### config.mk
export PLATFORM = sky130hd
export DESIGN_NAME = periph_tx_packetizer
export DESIGN_NICKNAME = d
export VERILOG_FILES = /design/src/rtl/periph_pkg.sv /design/src/rtl/periph_tx_packetizer.sv
export SDC_FILE = /design/constraint.sdc
export NUM_CORES = 1
export LEC_CHECK = 0
export CAP_MARGIN = 20
export CORE_AREA = 5 5 109 111
export CTS_CLUSTER_SIZE = 30
export DETAILED_ROUTE_END_ITERATION = 7
export DIE_AREA = 0 0 114 116
export PLACE_DENSITY = 0.82
export SLEW_MARGIN = 15
export SYNTH_ARGS = -nofsm -noshare
export SYNTH_HDL_FRONTEND = slang
export SYNTH_SLANG_ARGS = --single-unit
### constraint.sdc
create_clock -name clk -period 2.5 [get_ports clk]
set_input_delay 0.75 -clock clk [delete_from_list [all_inputs] [get_ports clk]]
set_output_delay 0.75 -clock clk [all_outputs]
set_load 0.02 [all_outputs]
### src/rtl/periph_pkg.sv
// Shared types and widths for the peripheral TX packetizer.
package periph_pkg;

  localparam int NUM_PERIPH   = 8;
  localparam int PERIPH_ID_W  = 3;
  localparam int TX_PAYLOAD_W = 29;

  typedef enum logic [1:0] {
    IDLE,
    BURST,
    ADVANCE
  } pkt_state_t;

endpackage

### src/rtl/periph_tx_packetizer.sv
// Drains the granted peripheral FWFT FIFO into the FT601 TX stream as {id, payload} words,
// yielding after MAX_BURST words or when drained. Optional counters: PACKETIZER_STATS_EN.
module periph_tx_packetizer #(
  parameter int NUM_PERIPH = periph_pkg::NUM_PERIPH,
  parameter int PAYLOAD_W  = periph_pkg::TX_PAYLOAD_W,
  parameter int MAX_BURST  = 16
) (
  input  logic                                    clk,
  input  logic                                    rst,
  input  logic [periph_pkg::PERIPH_ID_W-1:0]      grant,
  input  logic [NUM_PERIPH-1:0]                   rx_fifo_empty,
  input  logic [NUM_PERIPH*PAYLOAD_W-1:0]         rx_fifo_data,
  output logic [NUM_PERIPH-1:0]                   rx_fifo_rd_en,
  output logic                                    read_periph_data,
  output logic [periph_pkg::PERIPH_ID_W+PAYLOAD_W-1:0] tx_data,
`ifdef PACKETIZER_STATS_EN
  output logic [31:0]                             stat_words,
  output logic [15:0]                             stat_bursts,
`endif
  output logic                                    tx_valid,
  input  logic                                    tx_ready
);

  import periph_pkg::*;

  localparam int CNT_W = $clog2(MAX_BURST + 1);
  localparam logic [CNT_W-1:0] LAST_CNT = CNT_W'(MAX_BURST - 1);
  localparam logic [CNT_W-1:0] FULL_CNT = CNT_W'(MAX_BURST);

  pkt_state_t             state;
  pkt_state_t             state_next;
  logic [PERIPH_ID_W-1:0] burst_id;
  logic [CNT_W-1:0]       count;
  logic                   head_empty;
  logic [PAYLOAD_W-1:0]   head_data;
  logic                   xfer;

  // Everything inside a burst keys off the id latched at entry, not the live grant.
  assign head_empty = rx_fifo_empty[burst_id];
  assign head_data  = rx_fifo_data[burst_id*PAYLOAD_W +: PAYLOAD_W];
  assign xfer       = (state == BURST) && !head_empty && tx_ready;

  always_ff @(posedge clk or negedge rst) begin
    if (!rst) begin
      state <= IDLE;
    end else begin
      state <= state_next;
    end
  end

  always_comb begin
    state_next = state;
    case (state)
      IDLE: begin
        if (!rx_fifo_empty[grant]) begin
          state_next = BURST;
        end else if (!(&rx_fifo_empty)) begin
          state_next = ADVANCE;
        end
      end
      BURST: begin
        if (head_empty || (xfer && (count == LAST_CNT))) begin
          state_next = ADVANCE;
        end
      end
      ADVANCE: state_next = IDLE;
      default: state_next = IDLE;
    endcase
  end

  always_comb begin
    tx_valid         = 1'b0;
    tx_data          = '0;
    rx_fifo_rd_en    = '0;
    read_periph_data = 1'b0;
    case (state)
      BURST: begin
        tx_valid = !head_empty;
        tx_data  = {burst_id, head_data};
        if (xfer) begin
          rx_fifo_rd_en[burst_id] = 1'b1;
        end
      end
      ADVANCE: read_periph_data = 1'b1;
      default: ;
    endcase
  end

  always_ff @(posedge clk or negedge rst) begin
    if (!rst) begin
      burst_id <= '0;
      count    <= '0;
    end else if ((state == IDLE) && (state_next == BURST)) begin
      burst_id <= grant;
      count    <= '0;
    end else if (xfer && (count != FULL_CNT)) begin
      count <= count + CNT_W'(1);
    end
  end

`ifdef PACKETIZER_STATS_EN
  always_ff @(posedge clk or negedge rst) begin
    if (!rst) begin
      stat_words  <= '0;
      stat_bursts <= '0;
    end else begin
      if (xfer && (stat_words != '1)) begin
        stat_words <= stat_words + 32'd1;
      end
      if ((state == BURST) && (state_next == ADVANCE) && (stat_bursts != '1)) begin
        stat_bursts <= stat_bursts + 16'd1;
      end
    end
  end
`endif

endmodule

Word level (Yosys, flattened, before mapping):

Index checks and enable logic that the tools add are counted.

* register bits: 10
* word-level logic and storage cells: 42

* add/subtract/negate cells: 1
* multiply operators: 1
* magnitude comparators: 3
* equality and inequality tests: 5
* shift-type cells: 1
* multiplexer cells: 17
* reductions and logical operators: 11

Operators by type and width (number)
* 232-bit by 9-bit variable part select with 29-bit output: 1
* 32-bit two-way mux: 1
* 8-bit two-way mux: 2
* 5-bit two-way mux: 2
* 3-bit by 4-bit less-than comparator with 1-bit output, second input constant: 2
* 3-bit by 5-bit multiplier with 8-bit output, second input constant: 1
* 8-bit AND reduction: 1
* 1-bit binary-select mux with 3-bit select: 2
* 1-bit logical AND: 6
* 2-bit two-way mux: 3
* 5-bit by 1-bit adder with 5-bit output, second input constant: 1
* 5-bit by 4-bit equality test with 1-bit output, second input constant: 1
* 1-bit two-way mux: 5
* 5-bit inequality test, second input constant: 1
* 2-bit by 1-bit equality test with 1-bit output, second input constant: 2
* 2-bit one-hot mux with 2 select lines: 1
* 1-bit demux with 3-bit select: 1
* 3-bit by 1-bit >= comparator with 1-bit output, second input constant: 1
* 2-bit equality test, second input constant: 1
* 2-bit logical NOT: 1
* 2-bit nonzero test: 1
* 1-bit logical NOT: 1
* 1-bit logical OR: 1

Depth between registers and ports, before layout:

Gate-level depths: netlist of run 1.

* depth after elaboration: 12
* depth in mapped cells: 7

Worst setup path after synthesis of run 1:

Ideal clock, no wire load.

* path kind: input port to output port
* from: input port rx_fifo_empty[5]
* to: output port rx_fifo_rd_en[1]
* arrival: 1.886 ns
* setup slack: -0.136 ns
* stages on the path: 5
* buffers on the path: 1
* path through: mux2i_1 -> o22ai_2 -> or3_1 -> buf_6 -> nor3_2

* cells in the longest elaborated chain, start to end: 7

Ends and longest elaborated chain
* start: declaration: line periph_tx_packetizer.sv:11 `input logic [NUM_PERIPH-1:0] rx_fifo_empty,`
* 1-bit binary-select mux with 3-bit select: line periph_tx_packetizer.sv:39 `assign head_empty = rx_fifo_empty[burst_id];`
* 1-bit two-way mux (not written as such): line periph_tx_packetizer.sv:39
* 1-bit logical NOT: line periph_tx_packetizer.sv:41 `assign xfer = (state == BURST) && !head_empty && tx_ready;`
* 1-bit logical AND (2 in series): line periph_tx_packetizer.sv:41
* 8-bit two-way mux: line periph_tx_packetizer.sv:80 `if (xfer) begin`
* 8-bit two-way mux: line periph_tx_packetizer.sv:76 `case (state)`
* end: declaration: line periph_tx_packetizer.sv:13 `output logic [NUM_PERIPH-1:0] rx_fifo_rd_en,`

No other way between the ends. The select of a mux whose other input is x is not followed.

Worst setup path after layout of run 1:

* from: input port rx_fifo_empty[6]
* to: output port rx_fifo_rd_en[3]

Same word-level chain as after synthesis.

==> results of run 1 <==
==> routing by layer <==
layer / wire length [um] / global-route usage, % / vias to the layer above
met5: 0 / 0 / -
met4: 258 / 5.23 / 0
met3: 1290 / 4.60 / 20
met2: 7830 / 39.7 / 222
met1: 5340 / 22.9 / 1664
li1: - / - / 1572
==> worst max-delay path, cell delays in order <==
cell     delay, ns
buf_6         0.10
mux2i_2       0.15
o22ai_2       0.10
or3_4         0.44
buf_8         0.17
nor3_4        0.18
buf_6         0.14
==> state kept, by name, summed over array words and instances, names as in the netlist <==
name,flops
state,2
count,5
burst_id,3
==> synth_stat cells (all sizes together) <==
cell	count
o21ai	1
nor4	1
o31ai	1
o21ba	1
xnor2	2
buf	16
a311o	1
and3	2
nand4	3
or3	2
o32ai	1
nand3	2
nand3b	2
inv	6
nand2	4
mux4	58
o22ai	2
nor2b	2
mux2i	38
or2	1
dfrtp	10
nor3b	1
clkbuf	8
nand2b	3
ha	3
nor2	36
and2	3
nor3	10
mux2	3
a21oi	3
==> where the power goes <==
part	leakage, nW	total (mW)	switching, mW	internal [mW]
Sequential	0.126	0.328	0.0969	0.232
Combinational	2.93	4.63	2.05	2.57
Clock	0.0288	0.201	0.0628	0.138
==> cell type report <==
class	instances	area (um^2)	area share [%]
multi-input cells	186	2370	38.8
diodes	4	10.0	0.164
inverters	6	22.5	0.368
flip-flops and latches	10	256	4.19
clock buffers	4	55.1	0.900
repair buffers	344	3230	52.8
well taps	140	175	2.86
==> metrics by stage <==
step	instance area (um^2)	TNS (ns)
2_1_floorplan	2740	-0.535
3_3_place_gp	6040	-27.85
3_5_place_dp	6040	-29.17
4_1_cts	6070	-8.87
5_1_grt	6120	-9.99
6_report	6120	-6.90
==> path summary, 6_finish.rpt <==
kind                       slack (ns)                  from  depth (start not counted)                      end
max in group asynchronous        1.30                   rst                          1  burst_id[0]$_DFFE_PN0P_
setup / recovery                -0.27      rx_fifo_empty[6]                          7         rx_fifo_rd_en[3]
min in group asynchronous        0.84                   rst                          1       state[1]$_DFF_PN0_
hold reg to reg                  0.59  count[1]$_DFFE_PN0P_                          2     count[1]$_DFFE_PN0P_
setup reg to reg                 0.18    state[1]$_DFF_PN0_                         15     count[3]$_DFFE_PN0P_
hold / removal                   0.59  count[1]$_DFFE_PN0P_                          2     count[1]$_DFFE_PN0P_
==> repair_timing <==
action / 4_1_cts / 5_1_grt
gates cloned: 2 / 0
endpoints found under the setup margin: 39 / 40
resized for setup: 461 / 45
setup buffers: 19 / 0
pin swaps: 30 / 25
hold endpoints to repair: 0 / 0
==> kinds of logic after synthesis <==
family                   count (synthesis)  synth area share [%]
AO/OA/AOI/OAI                           10                  3.45
XOR/XNOR                                 2                 0.652
adder cells (fa/ha/maj)                  3                  1.40
buffers and inverters                   30                  6.19
flip-flops                              10                  9.31
multiplexers                            99                  64.0
AND/OR/NAND/NOR                         72                  15.0
==> reports/metrics.yaml, run 1 <==
worst_setup_path:
  critical_path_class: "in2out"
  critical_path.max_fanout: 5
  cp-end-kind: "output port"
  worstPathRequired_ns: 1.75
  start_kind: "input port"
  worstPathArrival_ns: 2.02
layout:
  nets: 800
  finalNonFillerCells: 694
  final_cell_mix: "196 x dlygate4sd2_1, 66 x buf_4, 58 x mux4_2, 36 x nor2_1, 35 x mux2i_1"
  mostFrequentLayoutCell: "dlygate4sd2_1"
  fill_cells: 1001
  final_core_util_pct: 57.2
  final_layout_size_suffix_gt1_share_pct: 35.8
  area_growth_syn_to_layout_pct: 128
timing:
  slew_viol_final: 0
  fin_crit_sh_pct: 111
  period_minus_slack_ns: 2.77
  worst_slack_ns: -0.268
  fmax_mhz: 361
  worstMarginPinSlew_ns: 0.564
  maxSlewHeadroom_pct: 62.4
  setup_violations: 38
  rsz0062_at_grt: "yes"
  hold_slack_ns: 0.595
  hold_viol: 0
  fin_skew_ns: 0.00283
detailed_routing:
  drtIter0Drc: 164
  wl_mm: 14.7
  vias_per_cell: 5.01
  antenna_left: 0
  drc: 0
  dr.pass1.iters: 4
  vias: 3478
  wire_per_inst_um: 21.2
clock_tree:
  cts_tree: "done"
  postCtsHoldBufs: 0
  clock-sinks: 10
  clock_path_buffers: 2
  cts_root_buf: "clkbuf_8"
  cts_buffers: 3
  clk_latency_ns: 0.23
  h-tree-depth: 1
  clk_pin_slew_ns: 0.05
grt:
  grtUsageTotal_pct: 20.6
  grt.overflow.total: 0
  grt_max_degree: 31
  antenna_found_initial: 4
  grt_pass1_vias: 3954
  grt_pass1_wl_mm: 21.3
power_and_ir_drop:
  max-vdd-ir-drop_uv: 481
  power_density_nw_per_um2: 843
  p_total_mw: 5.16
  power.leakage_nw: 3.08
die:
  core_region_area_um2: 10700
  initial_core_util_pct: 25.1
  dieWidth_um: 114
  dieHeight_um: 116
  rows: 38
  io_pins: 288
  die_area_um2: 13200
placed_design:
  port_buffers: 287
  dp.cells: 670
  gp_congestion: 0.892
  dp.final_hpwl_mm: 12.4
  place_ws_ns: -1.18
synth:
  synth.area.top_cells: "mux4_2 49%, mux2i_1 14%, dfrtp_1 9.3%"
  seq_area_frac_synth_pct: 9.31
  ys_warn_count: 0
  ys_ff_latch: 10
  syn_nets: 475
  synth_cell_types: 36
  yosysTopAreaCellShare_pct: 48.6
  synth.avg_cell_area_um2: 11.9
  syn_inst: 226
  post-synth-top-area-cell: "mux4_2"
  syn_area_um2: 2690
job:
  maxCapViolCount: 0
worst_hold_path:
  hold_class: "reg2reg"
run_status:
  status: "complete, but fails checks"
  violations: "negative setup slack"
Power figures use the tool's default switching activity.
==> run 2: changes to the inputs <==
==> constraint.sdc (replaced) <==
create_clock -name clk -period 3.1 [get_ports clk]
set_input_delay 0.93 -clock clk [delete_from_list [all_inputs] [get_ports clk]]
set_output_delay 0.93 -clock clk [all_outputs]
set_load 0.02 [all_outputs]
==> run 2 against run 1 <==
- the flow now finishes without violations
- register-to-register slack better by 0.93 ns
- die area unchanged
- largest cell class unchanged
- non-clock buffer count fell by 21
- clock skew increased by 0.0056 ns
- global-route usage rose by 0.42 points
- worst hold slack got worse by 0.025 ns
==> reports/metrics.yaml, run 2 (synthesis gave the netlist of run 1 again) <==
run_status:
  status: "complete, no violations"  # was complete, but fails checks
timing:
  fmax_mhz: 324
  fin_tns_setup_ns: 0  # was -6.90 ns
  fin_crit_sh_pct: 99.5
  hold_viol: 0  # unchanged
  worstMarginPinSlew_ns: 0.464  # was 0.564 ns
  rsz0062_at_grt: "yes"  # unchanged
  setup_violations: 0  # was 38
  maxSlewHeadroom_pct: 69.0  # was 62.4%
  hold_slack_ns: 0.570  # was 0.595 ns
  fin_skew_ns: 0.00844  # was 0.00283 ns
  period_minus_slack_ns: 3.08
  slew_viol_final: 0  # unchanged
power_and_ir_drop:
  power.leakage_nw: 3.56  # was 3.08 nW
  power_density_nw_per_um2: 610  # was 843 nW/um^2
  max-vdd-ir-drop_uv: 361  # was 481 uV
die:
  dieHeight_um: 116  # unchanged
  initial_core_util_pct: 25.1  # unchanged
  die_area_um2: 13200  # unchanged
  dieWidth_um: 114  # unchanged
  core_region_area_um2: 10700  # unchanged
  rows: 38  # unchanged
  io_pins: 288  # unchanged
worst_setup_path:
  worstPathRequired_ns: 2.17  # was 1.75 ns
  r2r_setup_slack_ns: 1.11  # was 0.18 ns
  r2r_start: "state[1]$_DFF_PN0_"  # unchanged
  start_kind: "input port"  # unchanged
  cp-end-kind: "output port"  # unchanged
  worstPathArrival_ns: 2.15  # was 2.02 ns
  critical_path.max_fanout: 5  # unchanged
  rr_worst_depth: 7  # was 15
  r2r_end: "count[2]$_DFFE_PN0P_"  # was count[3]$_DFFE_PN0P_
  critical_path_class: "in2out"  # unchanged
clock_tree:
  clock-sinks: 10  # unchanged
  cts_tree: "done"  # unchanged
  h-tree-depth: 1  # unchanged
  cts_root_buf: "clkbuf_8"  # unchanged
  clk_latency_ns: 0.24  # was 0.23 ns
  clock_path_buffers: 2  # unchanged
  cts_buffers: 3  # unchanged
  clk_pin_slew_ns: 0.04  # was 0.05 ns
grt:
  grtUsageTotal_pct: 21.1  # was 20.6%
  antenna_found_initial: 4  # unchanged
  grt_max_degree: 34  # was 31
  grt_pass1_vias: 3849  # was 3,954
  grt.overflow.total: 0  # unchanged
  grt_pass1_wl_mm: 21.5  # was 21.3 mm
detailed_routing:
  drtIter0Drc: 211  # was 164
  antenna_left: 0  # unchanged
  drc: 0  # unchanged
  vias: 3480  # was 3,478
  dr.pass1.iters: 4  # unchanged
  vias_per_cell: 5.16  # was 5.01
  wire_per_inst_um: 22.8  # was 21.2 um
  wl_mm: 15.4  # was 14.7 mm
layout:
  mostFrequentLayoutCell: "dlymetal6s2s_1"  # was dlygate4sd2_1
  nets: 780  # was 800
  regMostFlops: "count"  # unchanged
  final_cell_mix: "119 x dlymetal6s2s_1, 96 x dlygate4sd2_1, 68 x buf_4, 58 x mux4_2, 37 x mux2i_1"  # was 196 x dlygate4sd2_1, 66 x buf_4, 58 x mux4_2, 36 x nor2_1, 35 x mux2i_1
  area_growth_syn_to_layout_pct: 125  # was 128%
  final_core_util_pct: 56.6  # was 57.2%
  final_layout_size_suffix_gt1_share_pct: 31.7  # was 35.8%
  largest_reg_flops: 5  # unchanged
  top_regs: "count: 5 flops, burst_id: 3 flops, state: 2 flops"  # unchanged
worst_hold_path:
  hold_class: "reg2reg"  # unchanged
  hold_depth: 2  # unchanged
  hold_start: "state[1]$_DFF_PN0_"  # was count[1]$_DFFE_PN0P_
  worstHoldEndpoint: "state[1]$_DFF_PN0_"  # was count[1]$_DFFE_PN0P_
placed_design:
  port_buffers: 287  # unchanged
  gp_congestion: 0.936  # was 0.892
  dp.final_hpwl_mm: 12.8  # was 12.4 mm
job:
  maxCapViolCount: 0  # unchanged
## run 2: stage by stage
stage,setup slack (ns),area [um^2],instances,total power [mW]
after floorplan,0.104,2690,226,2.40
after global placement,-0.849,5870,662,3.60
after detailed placement,-0.932,5870,662,3.66
after CTS,-0.00980,5680,668,3.70
after global routing,-0.0308,6050,672,3.94
final,0.0170,6050,675,3.69
## run 2: power by group
part | switching, mW | internal [mW]
Sequential | 0.0662 | 0.187
Clock | 0.0541 | 0.0903
Combinational | 1.56 | 1.73
## run 2: what timing repair did
item	in CTS	in global routing
buffers inserted	1	2
pin swaps	19	25
setup endpoints to repair	38	33
hold buffers	0	0
gates cloned	1	0
gates resized for setup	304	138
## run 2: worst max-delay path, stage by stage
cell     delay, ns
buf_6         0.10
mux2i_2       0.17
o22ai_2       0.15
or3_4         0.47
nor3_2        0.17
buf_4         0.16
## run 2: how the worst max path moves through the flow
stage                 startpoint          endpoint  cells after the start
2_1_floorplan   rx_fifo_empty[5]  rx_fifo_rd_en[1]                      5
3_3_place_gp    rx_fifo_empty[5]  rx_fifo_rd_en[5]                      6
3_5_place_dp    rx_fifo_empty[5]  rx_fifo_rd_en[5]                      6
4_1_cts        rx_fifo_data[123]        tx_data[7]                      5
5_1_grt         rx_fifo_empty[3]  rx_fifo_rd_en[7]                      6
6_report        rx_fifo_empty[3]  rx_fifo_rd_en[7]                      6
## run 2: final cells by class
class	count	area (um^2)
tap	140	175
sequential	10	256
timing repair buffer	323	3240
multi-input combinational	187	2310
antenna	5	12.5
clock buffer	4	45.0
fill	969	4640
inverter	6	22.5
## run 2: layer usage
layer | share of wire (%) | GRT usage [%]
met2 | 51 | 38.0
met5 | 0.15 | 0
met3 | 9.7 | 6.63
met4 | 3.0 | 5.78
met1 | 36 | 24.0
==> run 3: changes to the inputs <==
--- a/config.mk
+++ b/config.mk
@@ -10,7 +10,7 @@
 export CTS_CLUSTER_SIZE = 30
 export DETAILED_ROUTE_END_ITERATION = 7
 export DIE_AREA = 0 0 114 116
-export PLACE_DENSITY = 0.82
+export PLACE_DENSITY = 0.85
 export SLEW_MARGIN = 15
 export SYNTH_ARGS = -nofsm -noshare
 export SYNTH_HDL_FRONTEND = slang
==> run 3 against run 2 <==
- die area did not move
- first-iteration DRC count is 1.9% lower
- combinational power is essentially flat
- count of clock-buffer cells in the layout unchanged
- register-to-register slack about the same
- clock skew is 0.0076 ns lower
- total power rose by 0.33%
- critical path type unchanged
==> reports/metrics.yaml, run 3 (synthesis gave the netlist of run 1 again) <==
layout:
  final_cell_mix: "120 x dlygate4sd2_1, 108 x dlymetal6s2s_1, 60 x buf_4, 58 x mux4_2, 38 x mux2i_1"  # was 119 x dlymetal6s2s_1, 96 x dlygate4sd2_1, 68 x buf_4, 58 x mux4_2, 37 x mux2i_1
  top_regs: "count: 5 flops, burst_id: 3 flops, state: 2 flops"  # unchanged
  final_layout_size_suffix_gt1_share_pct: 31.3  # was 31.7%
  mostFrequentLayoutCell: "dlygate4sd2_1"  # was dlymetal6s2s_1
  area_growth_syn_to_layout_pct: 122  # was 125%
  finalNonFillerCells: 671  # was 675
  regMostFlops: "count"  # unchanged
  nets: 777  # was 780
  largest_reg_flops: 5  # unchanged
  fill_cells: 954  # was 969
timing:
  worst_slack_ns: 0.0209  # was 0.0170 ns
  fmax_mhz: 325  # was 324 MHz
  fin_skew_ns: 0.000789  # was 0.00844 ns
  rsz0062_at_grt: "yes"  # unchanged
  maxSlewHeadroom_pct: 66.9  # was 69.0%
  hold_viol: 0  # unchanged
  slew_viol_final: 0  # unchanged
  fin_crit_sh_pct: 99.3  # was 99.5%
  worstMarginPinSlew_ns: 0.494  # was 0.464 ns
  setup_violations: 0  # unchanged
  period_minus_slack_ns: 3.08  # about the same
placed_design:
  port_buffers: 287  # unchanged
  place_ws_ns: -0.884  # was -0.932 ns
  dp.cells: 661  # was 662
  dp.final_hpwl_mm: 12.1  # was 12.8 mm
  gp_congestion: 0.882  # was 0.936
worst_setup_path:
  cpLargestDelayFamily: "multiplexers"  # was simple AND/OR/NAND/NOR gates
  worstPathArrival_ns: 2.15  # about the same
  r2r_end: "count[2]$_DFFE_PN0P_"  # unchanged
  cp.depth: 5  # was 6
  start_kind: "input port"  # unchanged
  r2r_start: "state[1]$_DFF_PN0_"  # unchanged
  critical_path_class: "in2out"  # unchanged
  critical_path.max_fanout: 1  # was 5
  crit_buf_inv: 2  # unchanged
  cp-end-kind: "output port"  # unchanged
  crit_slowest_cell: "mux4_2"  # was or3_4
  path_cells: "clkdlybuf4s50_1 > mux4_2 > mux2i_1 > nor2_1 > buf_4"  # was buf_6 > mux2i_2 > o22ai_2 > or3_4 > nor3_2 > buf_4
  rr_worst_depth: 7  # unchanged
  worstPathRequired_ns: 2.17  # about the same
  r2r_setup_slack_ns: 1.10  # was 1.11 ns
  cpPeakStageDelay_ns: 0.46  # was 0.47 ns
die:
  rows: 38  # unchanged
  io_pins: 288  # unchanged
  dieHeight_um: 116  # unchanged
  initial_core_util_pct: 25.1  # unchanged
  core_region_area_um2: 10700  # unchanged
  dieWidth_um: 114  # unchanged
  die_area_um2: 13200  # unchanged
clock_tree:
  clock_path_buffers: 2  # unchanged
  h-tree-depth: 1  # unchanged
  postCtsHoldBufs: 0  # unchanged
  cts_root_buf: "clkbuf_8"  # unchanged
  cts_tree: "done"  # unchanged
  clk_pin_slew_ns: 0.05  # was 0.04 ns
  clk_latency_ns: 0.24  # about the same
  cts_buffers: 3  # unchanged
  clock-sinks: 10  # unchanged
detailed_routing:
  antenna_left: 0  # unchanged
  drtIter0Drc: 207  # was 211
  drt-met1-wl_mm: 5.23  # was 5.54 mm
  wl_met3_mm: 1.25  # was 1.50 mm
  dr.pass1.iters: 4  # unchanged
  drc: 0  # unchanged
  vias_per_cell: 5.07  # was 5.16
  wire_per_inst_um: 21.9  # was 22.8 um
  vias: 3400  # was 3,480
  wl_met2_mm: 7.98  # was 7.86 mm
  wl_mm: 14.7  # was 15.4 mm
  top_layer_used: "met4"  # was met5
grt:
  antenna_found_initial: 4  # unchanged
  grtUsageTotal_pct: 19.6  # was 21.1%
  grt.overflow.total: 0  # unchanged
  grt_max_degree: 32  # was 34
  grt_pass1_wl_mm: 20.5  # was 21.5 mm
  grt_pass1_vias: 3780  # was 3,849
worst_hold_path:
  hold_class: "reg2reg"  # unchanged
  hold_depth: 2  # unchanged
  hold_start: "count[3]$_DFFE_PN0P_"  # was state[1]$_DFF_PN0_
  worstHoldEndpoint: "count[3]$_DFFE_PN0P_"  # was state[1]$_DFF_PN0_
run_status:
  status: "complete, no violations"  # unchanged
job:
  maxCapViolCount: 0  # unchanged
power_and_ir_drop:
  power_density_nw_per_um2: 620  # was 610 nW/um^2
  p_total_mw: 3.71  # was 3.69 mW
  max-vdd-ir-drop_uv: 424  # was 361 uV
  power.leakage_nw: 3.49  # was 3.56 nW
## run 3: cell types whose count changed in the layout (fill, tap and decap cells not counted), sizes merged, moves of 4 or more
cell           before  now
buf                81   74
clkbuf              4    8
clkdlybuf4s50      27   13
dlygate4sd2        96  120
dlymetal6s2s      119  108
## run 3: tightest hold or removal path, cell delays in order, from the launching register on
cell	delay, ns
dfrtp_1	0.38
xnor2_1	0.08
nor2_1	0.07
## run 3: worst max-delay path by stage
stage / to / startpoint / slack [ns]
after detailed placement: rx_fifo_rd_en[1] / rx_fifo_empty[7] / -0.88
after global routing: tx_data[10] / burst_id[0]$_DFFE_PN0P_ / -0.01
after global placement: rx_fifo_rd_en[7] / rx_fifo_empty[5] / -0.85
after floorplan: rx_fifo_rd_en[1] / rx_fifo_empty[5] / 0.10
after CTS: tx_data[16] / rx_fifo_data[219] / -0.05
final: tx_data[3] / rx_fifo_data[119] / 0.02
## run 3: report_power, final
group          switching (mW)  internal, mW
logic                    1.53          1.74
registers              0.0765         0.187
clock network          0.0557         0.112
total                    1.66          2.04
## run 3: metrics by stage
step	instance area, um^2	util (%)	hold slack (ns)	setup TNS, ns
CTS	5640	52.7	0.575	-0.140
finish	5970	55.8	0.569	0
global placement	5860	54.8	0.549	-18.93
floorplan	2690	-	0.509	0
global route	5970	55.8	0.591	-0.0108
detailed placement	5860	54.8	0.564	-19.61
## run 3: repair_timing
| action | CTS | global route |
|---|---|---|
| endpoints found under the setup margin | 38 | 33 |
| buffers inserted | 0 | 0 |
| gates cloned | 1 | 1 |
| resized for setup | 325 | 122 |
| pin swaps | 15 | 25 |
## run 3: layer usage
metal / vias up / GRT usage (%)
li1: 1520 / -
met1: 1688 / 23.3
met2: 176 / 36.1
met3: 16 / 4.23
met4: 0 / 4.43
met5: - / 0
## run 3: final cells by class
cell class              instances  area [um^2]  area share (%)
flip-flops and latches         10          256            4.29
inverters                       6         22.5           0.377
repair buffers                320         3160            52.9
well taps                     140          175            2.93
multi-input cells             187         2300            38.4
diodes                          4         10.0           0.168
clock buffers                   4         55.1           0.921
